**src/rtl/cmp_seq_pkg.sv**
```systemverilog
// -----------------------------------------------------------------------------
// cmp_seq_pkg
// Shared types and constants for the byte-serial comparator controller.
//   state_e      : controller FSM encoding (IDLE/RUN/DONE)
//   cascade_t    : {l,e,g} cascade triple carried between byte steps
//   CASCADE_INIT : cascade value before the first byte ("equal so far")
//   SIGN_FLIP    : XOR mask that maps a two's-complement top byte onto
//                  unsigned order
// -----------------------------------------------------------------------------
package cmp_seq_pkg;

   typedef enum logic [1:0] {
      ST_IDLE = 2'd0,
      ST_RUN  = 2'd1,
      ST_DONE = 2'd2
   } state_e;

   typedef struct packed {
      logic l;
      logic e;
      logic g;
   } cascade_t;

   localparam logic [2:0] CASCADE_INIT = 3'b010;
   localparam logic [7:0] SIGN_FLIP    = 8'h80;

endpackage

```
**src/rtl/cmp8_cascade.sv**
```systemverilog
// -----------------------------------------------------------------------------
// cmp8_cascade
// Combinational 8-bit cascadable magnitude comparator.
//   a, b      : byte operands
//   l, e, g   : cascade inputs (result of less-significant bytes)
//   lt, eq, gt: this byte decides when it differs, else cascade passes through
// -----------------------------------------------------------------------------
module cmp8_cascade (
   input  logic [7:0] a,
   input  logic [7:0] b,
   input  logic       l,
   input  logic       e,
   input  logic       g,
   output logic       lt,
   output logic       eq,
   output logic       gt
);

   always_comb begin
      lt = l;
      eq = e;
      gt = g;
      if (a > b) begin
         lt = 1'b0;
         eq = 1'b0;
         gt = 1'b1;
      end else if (a < b) begin
         lt = 1'b1;
         eq = 1'b0;
         gt = 1'b0;
      end
   end

endmodule

```
**src/rtl/cmp_seq_ctrl.sv**
```systemverilog
// -----------------------------------------------------------------------------
// cmp_seq_ctrl
// Compares two NBYTES-wide operands one byte per cycle, LSB first, through a
// single shared cmp8_cascade. Each byte result is registered and fed back as
// the cascade input of the next byte, so the most-significant differing byte
// has the final say.
//
// Ports
//   clk, rst_n           : clock, asynchronous active-low reset
//   in_valid / in_ready  : request handshake; a/b sampled on accept
//   a, b                 : operands (8*NBYTES bits)
//   out_valid / out_ready: result handshake; result held until accepted
//   lt, eq, gt           : one-hot compare result, zero while out_valid is low
//   busy                 : high in RUN and DONE
//
// Build option
//   CMP_SEQ_SIGNED_EN    : when defined, operands are two's complement; the
//                          top byte of both operands is XORed with 8'h80
//                          before it reaches the comparator.
// -----------------------------------------------------------------------------
module cmp_seq_ctrl
   import cmp_seq_pkg::*;
#(
   parameter int NBYTES = 4
) (
   input  logic                  clk,
   input  logic                  rst_n,
   input  logic                  in_valid,
   output logic                  in_ready,
   input  logic [8*NBYTES-1:0]   a,
   input  logic [8*NBYTES-1:0]   b,
   output logic                  out_valid,
   input  logic                  out_ready,
   output logic                  lt,
   output logic                  eq,
   output logic                  gt,
   output logic                  busy
);

   localparam int W  = 8 * NBYTES;
   localparam int IW = (NBYTES > 1) ? $clog2(NBYTES) : 1;
   localparam logic [IW-1:0] LAST_IDX = IW'(NBYTES - 1);

   state_e         state_q, state_d;
   logic [W-1:0]   a_q, a_d;
   logic [W-1:0]   b_q, b_d;
   logic [IW-1:0]  idx_q, idx_d;
   cascade_t       cas_q, cas_d;

   logic [7:0]     byte_a, byte_b;
   logic           c_lt, c_eq, c_gt;

   // Byte select from the captured operands (never from the live inputs).
   always_comb begin
      byte_a = a_q[8*idx_q +: 8];
      byte_b = b_q[8*idx_q +: 8];
`ifdef CMP_SEQ_SIGNED_EN
      // Flipping the sign bit of the top byte maps two's-complement order
      // onto unsigned order; lower bytes are already unsigned magnitudes.
      if (idx_q == LAST_IDX) begin
         byte_a = byte_a ^ SIGN_FLIP;
         byte_b = byte_b ^ SIGN_FLIP;
      end
`endif
   end

   cmp8_cascade u_cmp8 (
      .a  (byte_a),
      .b  (byte_b),
      .l  (cas_q.l),
      .e  (cas_q.e),
      .g  (cas_q.g),
      .lt (c_lt),
      .eq (c_eq),
      .gt (c_gt)
   );

   always_comb begin
      state_d = state_q;
      a_d     = a_q;
      b_d     = b_q;
      idx_d   = idx_q;
      cas_d   = cas_q;
      unique case (state_q)
         ST_IDLE: begin
            if (in_valid) begin
               a_d     = a;
               b_d     = b;
               idx_d   = '0;
               cas_d   = cascade_t'(CASCADE_INIT);
               state_d = ST_RUN;
            end
         end
         ST_RUN: begin
            cas_d = '{l: c_lt, e: c_eq, g: c_gt};
            if (idx_q == LAST_IDX) begin
               state_d = ST_DONE;
            end else begin
               idx_d = idx_q + 1'b1;
            end
         end
         ST_DONE: begin
            if (out_ready) begin
               state_d = ST_IDLE;
            end
         end
         default: state_d = ST_IDLE;
      endcase
   end

   always_ff @(posedge clk or negedge rst_n) begin
      if (!rst_n) begin
         state_q <= ST_IDLE;
         a_q     <= '0;
         b_q     <= '0;
         idx_q   <= '0;
         cas_q   <= cascade_t'(CASCADE_INIT);
      end else begin
         state_q <= state_d;
         a_q     <= a_d;
         b_q     <= b_d;
         idx_q   <= idx_d;
         cas_q   <= cas_d;
      end
   end

   // Result outputs are gated by DONE so they read zero outside a valid
   // result, even though the cascade register idles at "equal".
   always_comb begin
      in_ready  = (state_q == ST_IDLE);
      out_valid = (state_q == ST_DONE);
      busy      = (state_q == ST_RUN) || (state_q == ST_DONE);
      lt        = out_valid & cas_q.l;
      eq        = out_valid & cas_q.e;
      gt        = out_valid & cas_q.g;
   end

endmodule

```
**config.mk**
```make
export PLATFORM = sky130hd
export DESIGN_NAME = cmp_seq_ctrl
export DESIGN_NICKNAME = d
export VERILOG_FILES = /design/src/rtl/cmp_seq_pkg.sv /design/src/rtl/cmp8_cascade.sv /design/src/rtl/cmp_seq_ctrl.sv
export SDC_FILE = /design/constraint.sdc
export NUM_CORES = 1
export LEC_CHECK = 0
export BUFFER_PORTS_ARGS = -buffer_cell sky130_fd_sc_hd__buf_2
export CAP_MARGIN = 20
export CORE_UTILIZATION = 25
export CTS_BUF_LIST = sky130_fd_sc_hd__clkbuf_16
export DETAILED_ROUTE_END_ITERATION = 7
export GPL_TIMING_DRIVEN = 1
export HOLD_SLACK_MARGIN = 0.1
export PLACE_DENSITY_LB_ADDON = 0.1
export RECOVER_POWER = 100
export SETUP_SLACK_MARGIN = 0.02
export SLEW_MARGIN = 10
export SYNTH_ARGS = -nofsm -noshare
export SYNTH_HDL_FRONTEND = slang
export SYNTH_SLANG_ARGS = --single-unit
```
**constraint.sdc**
```tcl
create_clock -name clk -period 2.8 [get_ports clk]
set_input_delay 0.28 -clock clk [delete_from_list [all_inputs] [get_ports clk]]
set_output_delay 0.28 -clock clk [all_outputs]
set_load 0.05 [all_outputs]
```
==> results.md <==
- Post-route DRC: 0
- Status: finished with violations
- Routed via count: roughly 2100
- Maxcap violations: 1
- #FFs+latches synth: between 70 and 80
- Clock power share: between 20% and 30%
- CP Class: flop to flop
- Routed len/inst: 15.3 µm
- Clock latency on the worst-skew pair: around 0.33 ns
- Unrepaired setup endpoints after global routing: false
- CP required: 3.03 ns
- Total clock sinks: 71
- CTS tree: built
- Core area: around 13000 µm²
- Design area: 4220 µm²
- Worst Setup End Kind: flop
- Num rows: 42
- Setup_tns: 0 ns
- Mapped cell area: 3460 µm²
- Worst hold slack: ~0.18 ns
- Period utilisation layout: a little under nine tenths
- Int Pwr: roughly 3400 µW
- Net count after synthesis: 305
- Root buf cell: clkbuf_16
- Shortest period the worst path allows: 2.39 ns
- Final setup vio count: 0
- Max-slew violations: slightly above 70
- Hold Path Class: input pin to flop
- Sw Pwr: 1640 µW
- Area after DPL: 3970 µm²
- Clk_skew: 0.00668 ns
- DR pass1 iterations: 4
- Resized cells post-CTS: 0
- Antenna Cells: 0
- Hold Fails Final Rpt: 0
- CTS buffer count: 9
- Crit path max fanout: 10
- Area leader, netlist: dfrtp_1
- Final HPWL DP: between 5000 and 6000 µm
- Initial core utilization: between 20% and 30%
- Max transition margin: -22.7%
- Tightest Pin Transition: between 1.5 and 2 ns
- Port bufs: 73
- Gate Count Post-Synth: about 230
- Initial antenna violation count: 0
- Die area: between 10000 and 15000 µm²
- Width of the die: 120 µm
- # H-tree levels: 3
- Fin util: 31.5%
- First-pass GRT wire length: roughly 12000 µm
- Final GP Congestion: around 0.73
- Worst Setup Start Kind: flop
- Top cells by area, synth: dfrtp_1 (51%), mux2_2 (21%), mux4_1 (6.8%), mux4_2 (4.6%), ha_1 (4.3%)
- Layout cell share with drive strength beyond 1: 51.8%
- Power density over cell area: 1200 nW/µm²
- Area Growth Syn to Fin: 21.8%
- Comb power frac: ~43%
- Number of global-route vias before repair: roughly 2300
- Post-synth top area share: around half
- GRT Util Overall: between 10% and 20%
- Switching share of total power: approximately 33%
- Data arrival time of the worst path: roughly 2.6 ns
- IO Count: 74
- Detailed router's first-iteration violation count: 70
- Violated checks: capacitance limit, slew limit
- Reg clk slew, reported paths: about 0.06 ns
- Register area share after synthesis: 51.4%
- Cts hold-fix bufs: 0
- Yosys Warn Count: 0
- GR Overflow Total: 0
- Final ANT Viol Nets: 0
- Vias per cell: roughly 4.3
- Die height: ~120 µm
- Pin count of the biggest net entering global routing: 72
- # nets final: between 300 and 400
- Synth cell types: 29
- FMAX: about 0.42 GHz
- VDD IR max: between 0.0003 and 0.0004 V
- CTS max path bufs: 2
- Seq pwr share: between 30 and 40%
- Static Leak: roughly 0.0019 µW
- WL final: 7370 µm
- Mean area per synthesized cell: 15.4 µm²
- Post-CTS setup buffer count: 0
==> layer usage <==
metal | global-route usage (%) | part of all wire [%] | vias up | routed length (µm)
li1 | - | - | 986 | -
met1 | 15.1 | 47 | 1049 | 3500
met2 | 18.2 | 47 | 43 | 3450
met3 | 2.95 | 4.0 | 7 | 292
met4 | 4.77 | 1.7 | 0 | 127
met5 | 0 | 0 | - | 0
==> placed cells by master, fill, tap and decap left out, types with 2 or more instances in the layout <==
cell type,netlist,routed
nand4_1,2,2
clkbuf_2,0,2
inv_1,15,17
clkinv_2,0,3
a21oi_1,9,10
mux2_2,65,65
buf_4,0,2
buf_2,0,66
o21ai_0,1,2
dfrtp_1,70,70
nor2_1,2,2
mux4_2,7,7
and2_1,3,3
nor2b_1,2,2
ha_1,12,12
clkbuf_16,0,9
nand2_1,3,2
clkbuf_1,0,6
mux4_1,9,9
==> cell usage after synthesis <==
cell / n
a21oi_2: 1
o21ai_1: 1
dfrtp_1: 70
a21o_1: 1
mux2i_2: 1
a21oi_1: 9
o22ai_1: 1
buf_6: 9
a221oi_1: 1
nand3b_1: 1
o211ai_1: 1
o21ai_0: 1
nor2b_1: 2
nand2_1: 3
o21bai_1: 1
nor3b_1: 1
and2_1: 3
mux2_2: 65
mux4_2: 7
nor3_1: 1
inv_1: 15
clkbuf_8: 2
mux4_1: 9
nand4_1: 2
a32o_1: 1
nor4b_2: 1
nor2_1: 2
ha_1: 12
dfstp_2: 1
==> worst max-delay path: stages, from the launching register on <==
cell and delay [ns]:
dfrtp_1 0.34, clkbuf_2 0.34, mux4_1 0.62, ha_1 0.31
nor2b_1 0.13, o211ai_1 0.09, a21o_1 0.19, a221oi_1 0.26
==> final timing paths <==
check / endpoint / depth (start not counted) / startpoint / slack [ns]
setup / recovery: cas_q[0] / 7 / idx_q[0] / 0.41
hold / removal: b_q[12] / 2 / b[12] / 0.18
setup reg to reg: cas_q[0] / 7 / idx_q[0] / 0.41
hold reg to reg: b_q[2] / 1 / b_q[2] / 0.50
max in group asynchronous: b_q[16] / 1 / rst_n / 1.26
min in group asynchronous: b_q[30] / 1 / rst_n / 0.45
==> logic make-up (layout without fill, tap and decap cells) <==
family | after synthesis | after routing | share of synthesized area (%)
flip-flops | 71 | 71 | 51.4
multiplexers | 82 | 82 | 32.9
buffers and inverters | 26 | 108 | 5.35
AO/OA/AOI/OAI | 18 | 18 | 3.22
AND/OR/NAND/NOR | 16 | 16 | 2.82
adder cells (fa/ha/maj) | 12 | 12 | 4.34
==> state kept, by name (all words and copies together), names as in the netlist <==
| name | count |
|---|---|
| cas_q | 3 |
| idx_q | 2 |
| state_q | 2 |
| b_q | 32 |
| a_q | 32 |
==> power by group through the flow <==
stage	Sequential, µW	Combinational [µW]	Clock, µW
finish	1810	2150	1090
detailed placement	1840	2240	0
global route	1900	2410	1160
global placement	1850	2210	0
floorplan	1720	1890	0
CTS	1820	2250	1130
==> per-stage QoR <==
stage	cells	setup WS, ns	power [µW]
finish	483	0.412	5050
global route	483	0.267	5470
floorplan	225	0.592	3610
detailed placement	467	0.550	4080
CTS	483	0.527	5200
global placement	467	0.592	4050
==> layout make-up <==
| type | count | area (µm²) |
|---|---|---|
| clock buffer | 9 | 225 |
| sequential | 71 | 1780 |
| inverter | 15 | 56.3 |
| multi-input combinational | 128 | 1490 |
| fill | 1391 | 9190 |
| tap | 176 | 220 |
| timing repair buffer | 77 | 385 |
| clock inverter | 7 | 56.3 |
Note: power is estimated with default switching activity, not from simulation.
